$ cat src/rtl/forwarding_bypass_pkg.sv
// Shared types for the decode-stage operand bypass network.
// Struct data width follows FWD_XLEN; instantiate the top with XLEN equal to it.
package forwarding_bypass_pkg;

   localparam int unsigned FWD_XLEN = 32;
   localparam int unsigned FWD_AW   = 5;

   typedef struct packed {
      logic                valid;
      logic [FWD_AW-1:0]   waddr;
      logic [FWD_XLEN-1:0] wdata;
   } forwarding_hist_type;

   typedef struct packed {
      logic                wren;
      logic [FWD_AW-1:0]   waddr;
      logic                wvalid;
      logic [FWD_XLEN-1:0] wdata;
   } forwarding_src_type;

   // x0 is hardwired to zero and never acts as a producer.
   function automatic logic addr_match(input logic en, input logic [FWD_AW-1:0] src,
                                       input logic [FWD_AW-1:0] rd);
      return en && (src == rd) && (src != '0);
   endfunction

endpackage

$ cat src/rtl/forwarding_select.sv
// One read port's priority mux: EX > MEM > history[0..N-1] > regfile, plus blocked flag.
import forwarding_bypass_pkg::*;

module forwarding_select #(
   parameter int unsigned HIST_DEPTH = 2
) (
   input  logic                                 rd_en,
   input  logic [FWD_AW-1:0]                    rd_addr,
   input  logic [FWD_XLEN-1:0]                  rf_rdata,
   input  logic                                 flush,
   input  forwarding_src_type                   ex_src,
   input  forwarding_src_type                   mem_src,
   input  forwarding_hist_type [HIST_DEPTH-1:0] hist,
   output logic [FWD_XLEN-1:0]                  data_out,
   output logic                                 fwd_hit,
   output logic                                 blocked
);

   logic found;

   always_comb begin
      data_out = '0;
      fwd_hit  = 1'b0;
      blocked  = 1'b0;
      found    = 1'b0;
      if (rd_en && (rd_addr != '0)) begin
         if (!flush && addr_match(ex_src.wren, ex_src.waddr, rd_addr)) begin
            data_out = ex_src.wdata;
            fwd_hit  = 1'b1;
            blocked  = !ex_src.wvalid;
         end else if (!flush && addr_match(mem_src.wren, mem_src.waddr, rd_addr)) begin
            data_out = mem_src.wdata;
            fwd_hit  = 1'b1;
            blocked  = !mem_src.wvalid;
         end else begin
            // History entries are always complete, so they never block.
            for (int h = 0; h < int'(HIST_DEPTH); h++) begin
               if (!found && addr_match(hist[h].valid, hist[h].waddr, rd_addr)) begin
                  data_out = hist[h].wdata;
                  fwd_hit  = 1'b1;
                  found    = 1'b1;
               end
            end
            if (!found) begin
               data_out = rf_rdata;
            end
         end
      end
   end

endmodule

$ cat src/rtl/forwarding_bypass.sv
// Decode-stage operand bypass: NREAD ports fed from EX, MEM, WB history and regfile.
// Optional FORWARDING_PERF_EN adds stall and forward-count performance counters.
import forwarding_bypass_pkg::*;

module forwarding_bypass #(
   parameter int unsigned XLEN       = FWD_XLEN,
   parameter int unsigned NREAD      = 2,
   parameter int unsigned HIST_DEPTH = 2
) (
   input  logic                    clock,
   input  logic                    reset,
   input  logic [NREAD-1:0]        rd_en,
   input  logic [NREAD*5-1:0]      rd_addr,
   input  logic [NREAD*XLEN-1:0]   rf_rdata,
   input  logic                    ex_wren,
   input  logic [4:0]              ex_waddr,
   input  logic                    ex_wvalid,
   input  logic [XLEN-1:0]         ex_wdata,
   input  logic                    mem_wren,
   input  logic [4:0]              mem_waddr,
   input  logic                    mem_wvalid,
   input  logic [XLEN-1:0]         mem_wdata,
   input  logic                    wb_wren,
   input  logic [4:0]              wb_waddr,
   input  logic [XLEN-1:0]         wb_wdata,
   input  logic                    flush,
`ifdef FORWARDING_PERF_EN
   output logic [31:0]             perf_stall_cnt,
   output logic [31:0]             perf_fwd_cnt,
`endif
   output logic [NREAD*XLEN-1:0]   data_out,
   output logic [NREAD-1:0]        fwd_hit,
   output logic                    stall
);

   forwarding_src_type                   ex_src;
   forwarding_src_type                   mem_src;
   forwarding_hist_type                  hist_in;
   forwarding_hist_type [HIST_DEPTH-1:0] hist_q;
   logic [NREAD-1:0]                     blocked;

   always_comb begin
      ex_src  = '{wren: ex_wren,  waddr: ex_waddr,  wvalid: ex_wvalid,  wdata: ex_wdata};
      mem_src = '{wren: mem_wren, waddr: mem_waddr, wvalid: mem_wvalid, wdata: mem_wdata};
      hist_in = '0;
      if (wb_wren && (wb_waddr != '0)) begin
         hist_in = '{valid: 1'b1, waddr: wb_waddr, wdata: wb_wdata};
      end
   end

   // Index 0 is the newest commit; the oldest entry falls off the end.
   always_ff @(posedge clock or negedge reset) begin
      if (!reset) begin
         hist_q <= '0;
      end else begin
         hist_q[0] <= hist_in;
         for (int h = 1; h < int'(HIST_DEPTH); h++) begin
            hist_q[h] <= hist_q[h-1];
         end
      end
   end

   for (genvar i = 0; i < int'(NREAD); i++) begin : g_port
      forwarding_select #(
         .HIST_DEPTH (HIST_DEPTH)
      ) u_select (
         .rd_en    (rd_en[i]),
         .rd_addr  (rd_addr[5*i +: 5]),
         .rf_rdata (rf_rdata[XLEN*i +: XLEN]),
         .flush    (flush),
         .ex_src   (ex_src),
         .mem_src  (mem_src),
         .hist     (hist_q),
         .data_out (data_out[XLEN*i +: XLEN]),
         .fwd_hit  (fwd_hit[i]),
         .blocked  (blocked[i])
      );
   end

   assign stall = |blocked;

`ifdef FORWARDING_PERF_EN
   logic [31:0] fwd_inc;

   always_comb begin
      fwd_inc = '0;
      for (int i = 0; i < int'(NREAD); i++) begin
         fwd_inc = fwd_inc + {31'd0, fwd_hit[i] & ~stall};
      end
   end

   always_ff @(posedge clock or negedge reset) begin
      if (!reset) begin
         perf_stall_cnt <= '0;
         perf_fwd_cnt   <= '0;
      end else begin
         perf_stall_cnt <= perf_stall_cnt + {31'd0, stall};
         perf_fwd_cnt   <= perf_fwd_cnt + fwd_inc;
      end
   end
`endif

endmodule

$ cat config.mk
export PLATFORM = sky130hd
export DESIGN_NAME = forwarding_bypass
export DESIGN_NICKNAME = d
export VERILOG_FILES = /design/src/rtl/forwarding_bypass_pkg.sv /design/src/rtl/forwarding_select.sv /design/src/rtl/forwarding_bypass.sv
export SDC_FILE = /design/constraint.sdc
export NUM_CORES = 1
export LEC_CHECK = 0
export CORE_UTILIZATION = 35
export DETAILED_ROUTE_END_ITERATION = 10
export GPL_TIMING_DRIVEN = 0
export PLACE_DENSITY_LB_ADDON = 0.12
export SYNTH_ARGS = -nofsm -noshare
export SYNTH_HDL_FRONTEND = slang
export SYNTH_SLANG_ARGS = --single-unit
$ cat constraint.sdc
create_clock -name clock -period 3.6 [get_ports clock]
set_input_delay 0.72 -clock clock [delete_from_list [all_inputs] [get_ports clock]]
set_output_delay 0.72 -clock clock [all_outputs]
set_load 0.01 [all_outputs]
==> results.md, run 1 <==
* Status: complete, but fails checks
* Failing checks: design-rule violations, negative setup slack
* Clk slew on worst S/H paths at 0.06 ns
* Final setup fails at 11
* Worst Setup SP: mem_waddr[2]
* GR peak layer: met2
* Post-DRT Antenna Nets at 0
* Fraction of registers with async set/reset at 100%
* Synth Net Count at 1009
* # rows at 49
* Fin util at 60.8%
* CTS Buffer Depth at 2
* F_max at 0.272 GHz
* Final-report hold violation count at 0
* IO Port Bufs at 251
* First-pass GRT wire length at 47300 µm
* Worst Reg-to-Reg Cells at 0
* Synth Flop Type: dfrtp_1
* Global-route met2 utilization at 52.1%
* Initial antenna violation count at 0
* First-pass detailed-route iteration total at 8
* Sequential Power Share at 31.6%
* Largest net degree at the start of global routing at 54
* CTS sink cnt at 76
* Io pins at 262
* DP HPWL at 20500 µm
* Vias in the first global route at 8317
* Slew headroom at 54.3%
* Area after DPL at 9320 µm²
* P_int at 1.90 mW
* Die Y-Extent at 138 µm
* Arr. time, crit path at 2.95 ns
* Hold Slack at 0.273 ns
* Grt ovf at 0
* WP data required at 2.88 ns
* Max_cap viols at 0
* RSZ-0062 raised after global routing: true
* Top reg by flops: hist_q
* Cells after Synth at 814
* Die Wd at 138 µm
* Final RePlAce weighted congestion at 0.878
* Synthesis warning total at 0
* Avg Cell Area, Syn at 7.98 µm²
* Hold_buf cts at 0
* Critical path type: input pin to primary output
* TritonCTS clock tree: built
* Number of vias per cell at 5.86
* GRT met1 Usage at 41.3%
* Total power at 2.94 mW
* Combinational group share of total power at 36.8%
* FF+latch area at 1900 µm²
* Setup WS pre-CTS at -1.29 ns
* Antenna Cells at 0
* Post-Place Cells at 1295
* Critical R2R Capture: hist_q[75]
* Yosys reg bits at 76
* Fin crit period at 3.67 ns
* Detailed Route Iter0 Violations at 661
* Routing usage on met3 at 8.17%
* Final Skew at 0.00404 ns
* Final WL at 30800 µm
* EDFF count, synth at 0
* Layout cell share with drive strength beyond 1 at 26.2%
* Peak supply drop at 0.259 mV
* Sw power at 1.04 mW
* Die area at 19100 µm²
* Startpoint Class: input pin
* CP endpoint: data_out[44]
* R2r startpoint: hist_q[37]
* Clk pwr share at 31.6%
* Final cycle utilization of the critical path at 102%
* Worst Hold Class: input pin to async pin
* CP Max Fanout at 7
* Clock Latency Late Sink at 0.36 ns
* Count of final max-slew check failures at 0
* Nets at 1299
* Vias at 7843
* Worst setup EP type: primary output
* Tightest Pin Transition at 0.686 ns
* Leakage dissipation at 4.29 nW
* TNS Setup at -0.329 ns
* Filler Cell Count at 1611
* FF-to-FF setup slack at 2.90 ns
* GR Util All Layers at 32.2%
* Core area at 18100 µm²
* Sw Share at 35.5%
* Distinct cells, synth at 37
* Starting Density at 35.9%
* Final worst slack at -0.0716 ns
* Root Driver: clkbuf_16
* Post-Syn Area at 6500 µm²
* Max FFs per register at 76
* Layout Cells excl Fill at 1338
* Inserted Clock Buffers at 9
* Htree depth at 3
* Routed length per instance at 23.0 µm
* Final instance area at 11000 µm²
* Residual DRC at 34
* Area of the multi-input gates at 5080 µm²
* Largest regs: hist_q x76
* Area Growth Syn to Fin at 69.2%
* PD cells at 268 nW/µm²
* Sequential share of the synthesized area at 29.3%
-- cell usage after synthesis (all sizes together), types with 6 or more instances --
master	number	share of area, %
buf	19	2.0
a31oi	64	6.2
nor2	71	4.1
clkbuf	76	4.4
mux2i	65	10
o32ai	63	8.8
xnor2	16	2.2
inv	66	3.8
or4	6	0.75
nand3	6	0.46
xor2	24	3.2
nand2	33	1.9
nor3	69	5.3
a211oi	64	7.4
and2	37	3.6
nand2b	32	3.1
dfrtp	76	29
-- final cells by class --
class | count | share of cell area, %
clock inverters | 7 | 0.580
flip-flops and latches | 76 | 17.3
repair buffers | 281 | 23.4
inverters | 66 | 2.25
plain buffers | 93 | 5.59
clock buffers | 9 | 2.05
well taps | 229 | 2.61
multi-input cells | 577 | 46.2
-- routing by layer --
metal	share of wire, %	up-vias
met5	0	-
met4	2.7	0
met3	8.9	67
met2	47	466
met1	42	3765
li1	-	3545
-- worst max-delay path: stages --
cell and delay [ns]:
buf_8 0.09, or4_4 0.55, buf_6 0.14, o211ai_4 0.22
nor2_4 0.06, a211o_4 0.37, buf_12 0.17, buf_12 0.15
o32ai_4 0.28, buf_2 0.18
-- power by group through the flow --
stage	clock network (mW)	registers, mW	logic, mW
6_report	0.931	0.930	1.08
3_3_place_gp	0	0.944	0.882
2_1_floorplan	0	0.935	0.396
3_5_place_dp	0	0.945	0.885
5_1_grt	0.971	0.935	1.14
4_1_cts	0.934	0.929	1.02
-- logic make-up (layout without fill, tap and decap cells) --
family	Yosys count	in the layout	share of synthesized area (%)
simple gates	266	266	20.5
buf+inv	161	456	10.2
xor+xnor	40	40	5.39
mux	66	66	10.2
compound gates	205	205	24.4
flops	76	76	29.3
-- worst min path at each step --
stage | start | to | slack [ns] | depth (start not counted)
4_1_cts | reset | hist_q[73] | 0.28 | 1
3_5_place_dp | hist_q[27] | hist_q[65] | 0.35 | 0
6_report | reset | hist_q[65] | 0.27 | 1
3_3_place_gp | hist_q[27] | hist_q[65] | 0.35 | 0
2_1_floorplan | hist_q[0] | hist_q[38] | 0.35 | 0
5_1_grt | reset | hist_q[73] | 0.29 | 1
-- layout by cell type (no fill, tap or decap), types with 27 or more instances in the layout --
| cell type | Yosys | routed |
|---|---|---|
| clkdlybuf4s50_1 | 0 | 174 |
| dfrtp_1 | 76 | 76 |
| buf_2 | 4 | 73 |
| nor2_1 | 70 | 67 |
| nor3_1 | 69 | 67 |
| inv_1 | 66 | 66 |
| a31oi_1 | 64 | 64 |
| a211oi_1 | 64 | 57 |
| mux2i_1 | 65 | 49 |
| o32ai_4 | 0 | 38 |
| and2_1 | 37 | 37 |
| nand2_1 | 33 | 33 |
| nand2b_1 | 32 | 32 |
| clkbuf_2 | 0 | 29 |
| buf_4 | 2 | 29 |
| clkbuf_1 | 76 | 27 |
-- timing repair --
item / CTS / global route
gates cloned: 5 / 0
buffers inserted: 18 / 6
setup endpoints to repair: 67 / 67
pin swaps: 37 / 30
gates resized for setup: 494 / 93
Note: power is estimated with default switching activity, not from simulation.
==> inputs of run 2 (changes only) <==
--- a/config.mk
+++ b/config.mk
@@ -12,3 +12,4 @@
 export SYNTH_ARGS = -nofsm -noshare
 export SYNTH_HDL_FRONTEND = slang
 export SYNTH_SLANG_ARGS = --single-unit
+export TNS_END_PERCENT = 30
==> results.md, run 2 (synthesis gave the netlist of run 1 again) <==
* R2r startpoint: hist_q[37]
* Fin util at 59.3%
* Area after DPL at 9320 µm²
* Die area at 19100 µm²
* Grt ovf at 0
* TritonCTS clock tree: built
* Commonest non-fill, non-tap cells in the layout: clkdlybuf4s50_1, dfrtp_1, buf_2
* Worst Setup SP: mem_waddr[4]
* Final WL at 30400 µm
* Status: complete, but fails checks
* Inserted Clock Buffers at 9
* GR Util All Layers at 31.7%
* Peak supply drop at 0.259 mV
* Detailed Route Iter0 Violations at 693
* Max_cap viols at 0
* # rows at 49
* Antenna Cells at 0
* Post-DRT Antenna Nets at 0
* Leakage dissipation at 4.24 nW
* Final-report hold violation count at 0
* Post-Place Cells at 1295
* CTS Buffer Depth at 2
* Htree depth at 3
* Routed length per instance at 22.7 µm
* Vias in the first global route at 8189
* Final Skew at 0.00565 ns
* Startpoint Class: input pin
* Root Driver: clkbuf_16
* Clk slew on worst S/H paths at 0.06 ns
* Die Wd at 138 µm
* F_max at 0.275 GHz
* DP HPWL at 20500 µm
* CP Max Fanout at 10
* Final instance area at 10700 µm²
* Area Growth Syn to Fin at 65.2%
* Layout cell share with drive strength beyond 1 at 25.0%
* Residual DRC at 34
* Hold_buf cts at 0
* Starting Density at 35.9%
* Fin crit period at 3.63 ns
* WP data required at 2.88 ns
* Die Y-Extent at 138 µm
* Arr. time, crit path at 2.91 ns
* Worst Hold Class: input pin to async pin
* Final cycle utilization of the critical path at 101%
* First-pass detailed-route iteration total at 9
* Core area at 18100 µm²
* Clock Latency Late Sink at 0.36 ns
* Largest net degree at the start of global routing at 54
* Worst setup EP type: primary output
* Vias at 7894
* First-pass GRT wire length at 46500 µm
* Final setup fails at 6
* Total power at 2.90 mW
* Initial antenna violation count at 0
* Nets at 1299
* Final worst slack at -0.0302 ns
* PD cells at 271 nW/µm²
* Final RePlAce weighted congestion at 0.878
* Layout Cells excl Fill at 1338
* Max FFs per register at 76
* Slew headroom at 54.5%
* CTS sink cnt at 76
* Hold Slack at 0.272 ns
* Tightest Pin Transition at 0.683 ns
* Number of vias per cell at 5.90
* RSZ-0062 raised after global routing: true
* Io pins at 262
* Failing checks: design-rule violations, negative setup slack
* Commonest non-fill, non-tap cell in the layout: clkdlybuf4s50_1
* IO Port Bufs at 251
* Critical path type: input pin to primary output
* Count of final max-slew check failures at 0
* Largest regs: hist_q x76
* Top reg by flops: hist_q
==> run 2: cell types whose count changed in the layout (fill, tap and decap cells not counted), sizes merged <==
cell           delta
dlygate4sd2       +1
buf               +5
bufbuf            -1
clkdlybuf4s15     +2
clkbuf            -7
==> run 2: worst paths after layout <==
check,endpoint,slack [ns],depth (start not counted)
setup / recovery,data_out[44],-0.03,9
hold / removal,hist_q[65],0.27,1
setup reg to reg,hist_q[75],2.89,0
hold reg to reg,hist_q[65],0.37,0
max in group asynchronous,hist_q[53],2.72,2
min in group clock,hist_q[65],0.37,0
==> run 2: final cells by class <==
class,count,area [µm²]
Fill cell,1654,7350
Buffer,92,597
Multi-Input combinational cell,577,4870
Clock buffer,9,225
Inverter,66,248
Clock inverter,7,63.8
Tap cell,229,287
Timing Repair Buffer,282,2540
Sequential cell,76,1900
==> run 2: per-layer routing <==
layer  global-route usage, %  wire length, µm  part of all wire (%)
met3                    8.52             2770                   9.1
met4                    12.7              968                   3.2
met1                    40.7            12600                    42
met5                       0                0                     0
met2                    50.6            14000                    46
==> run 2: critical path, stage by stage <==
cell,delay (ns)
buf_8,0.10
or4_4,0.56
buf_6,0.14
o211ai_4,0.21
nor2_4,0.07
a211o_4,0.43
buf_12,0.19
o32ai_4,0.31
buf_2,0.18
==> run 2: per-stage QoR <==
stage	TNS, ns	setup slack, ns
CTS	-0.126	-0.0208
finish	-0.108	-0.0302
global route	-0.678	-0.0543
floorplan	0	0.347
global placement	-158.39	-1.27
detailed placement	-69.70	-1.29
==> run 2: what timing repair did <==
item | CTS | global route
pin swaps | 18 | 11
endpoints found under the setup margin | 67 | 66
gates resized for setup | 478 | 75
gates cloned | 3 | 0
buffers inserted | 12 | 15
==> run 2: power breakdown <==
group / switching (mW) / internal (mW) / total, mW
Combinational: 0.552 / 0.494 / 1.05
Clock: 0.441 / 0.486 / 0.927
Sequential: 0.0311 / 0.899 / 0.930
==> inputs of run 3 (changes only) <==
--- a/config.mk
+++ b/config.mk
@@ -9,6 +9,7 @@
 export DETAILED_ROUTE_END_ITERATION = 10
 export GPL_TIMING_DRIVEN = 0
 export PLACE_DENSITY_LB_ADDON = 0.12
+export SLEW_MARGIN = 15
 export SYNTH_ARGS = -nofsm -noshare
 export SYNTH_HDL_FRONTEND = slang
 export SYNTH_SLANG_ARGS = --single-unit
==> results of run 3 <==
No change in the layout: final DEF, timing and power equal those of run 2.
==> RTL change, RTL diff (settings of run 1) <==
The option `FORWARDING_PERF_EN` is turned on by a define.
--- a/src/rtl/forwarding_bypass.sv
+++ b/src/rtl/forwarding_bypass.sv
@@ -1,4 +1,6 @@
 // Decode-stage operand bypass: NREAD ports fed from EX, MEM, WB history and regfile.
 // Optional FORWARDING_PERF_EN adds stall and forward-count performance counters.
+`define FORWARDING_PERF_EN
+
 import forwarding_bypass_pkg::*;
 
Function (old outputs only; new: perf_fwd_cnt and perf_stall_cnt): kept (equiv_simple and equiv_induct, registers matched by name and starting in step).
==> RTL change against run 1 <==
The run ends with setup timing left; final area increased by 15%; combinational power decreased by 25%; area after synthesis increased by 20%; register-to-register slack got worse by 2.7 ns; non-clock buffer count increased by 49; worst setup slack got worse by 0.013 ns; total power increased by 47%; utilization decreased by 2.8 points; sequential power increased by 85%; sequential cell count increased by 64; routed wire length decreased by 2.4%; clock skew increased by 0.0062 ns; critical path type unchanged.
==> RTL change: results <==
export IMPL_grt_max_degree=77
export IMPL_yosysSeqAreaShare=0.449
export IMPL_fillers=1959
export IMPL_status="finished, violations left"
export IMPL_drive_gt1_frac=0.248
export IMPL_fin_ws_ns=-0.0851
export IMPL_hpwlAfterDp_um=21200
export IMPL_finClkSkew_ns=0.0103
export IMPL_firstDrtPassIters=5
export IMPL_setup_violations=31
export IMPL_gr_usage_all_layers=0.255
export IMPL_h_tree_depth=4
export IMPL_power_leakage_nw=5.16
export IMPL_layout_nets=1399
export IMPL_cts_made_buffers=17
export IMPL_top_regs="hist_q x76, perf_fwd_cnt x32, perf_stall_cnt x32"
export IMPL_ys_types=49
export IMPL_tns_ns=-1.01
export IMPL_m1WireLength_um=12300
export IMPL_finalWeightedCongestion=0.923
export IMPL_portBuffers=315
export IMPL_drt_iter0_markers=403
export IMPL_antenna_found_initial=1
export IMPL_slew_headroom=0.535
export IMPL_pre_cts_ws_ns=-1.39
export IMPL_wl_met2_um=14300
export IMPL_wl_met3_um=2850
export IMPL_failed_checks="setup timing"
-- RTL change: report_power, final --
group          leakage [nW]  total, W  switching (W)  internal (W)
clock network         0.295   0.00181       0.000796       0.00102
logic                  3.01  0.000813       0.000377      0.000436
registers              1.85   0.00172      0.0000722       0.00165
-- RTL change: path summary, 6_finish.rpt --
kind,from,to,slack (ns),cells past startpoint
min reg2reg,hist_q[37],hist_q[75],0.40,0
max,ex_waddr[2],data_out[16],-0.09,14
max in group asynchronous,reset,perf_fwd_cnt[0],2.53,2
min,reset,hist_q[14],0.26,1
max reg2reg,hist_q[73],perf_fwd_cnt[31],0.25,13
min in group clock,hist_q[37],hist_q[75],0.40,0
-- RTL change: final cells by class --
type	count	area, um2	area share
clock inverter	14	171	0.0135
antenna	2	5.00	0.000395
inverter	9	33.8	0.00267
buffer	62	453	0.0358
tap	280	350	0.0277
clock buffer	18	439	0.0347
timing repair buffer	361	3290	0.260
sequential	140	3500	0.277
multi-input combinational	609	4410	0.348
-- RTL change: worst max-delay path: cells and delay by family --
| family | cells | cell delay, ns |
|---|---|---|
| and+or+nand+nor | 4 | 0.90 |
| AOI/OAI and AO/OA | 2 | 0.21 |
| buffers and inverters | 8 | 1.12 |
-- RTL change: kinds of logic after synthesis --
kind of cell	after synthesis	synth area share
and+or+nand+nor	239	0.173
adders and majority gates	4	0.00737
AOI/OAI and AO/OA	266	0.212
buffers and inverters	75	0.0469
DFF	140	0.449
xor gates and xnor gates	100	0.112
-- RTL change: repair_timing --
item                       CTS  global route
resized for setup          279           162
cloned                       1             2
pin swaps                   49            60
setup endpoints to repair  112            95
buffers inserted            35            10
hold endpoints to repair     0             0
-- RTL change: routing by layer --
metal | up-vias | track usage
li1 | 3752 | -
met1 | 3921 | 0.319
met2 | 365 | 0.417
met3 | 45 | 0.0708
met4 | 0 | 0.0990
met5 | - | 0
-- RTL change: metrics by stage --
stage / hold WS (ns) / std cells
3_3_place_gp: 0.382 / 1419
3_5_place_dp: 0.391 / 1420
2_1_floorplan: 0.372 / 824
6_report: 0.261 / 1495
4_1_cts: 0.282 / 1486
5_1_grt: 0.296 / 1494
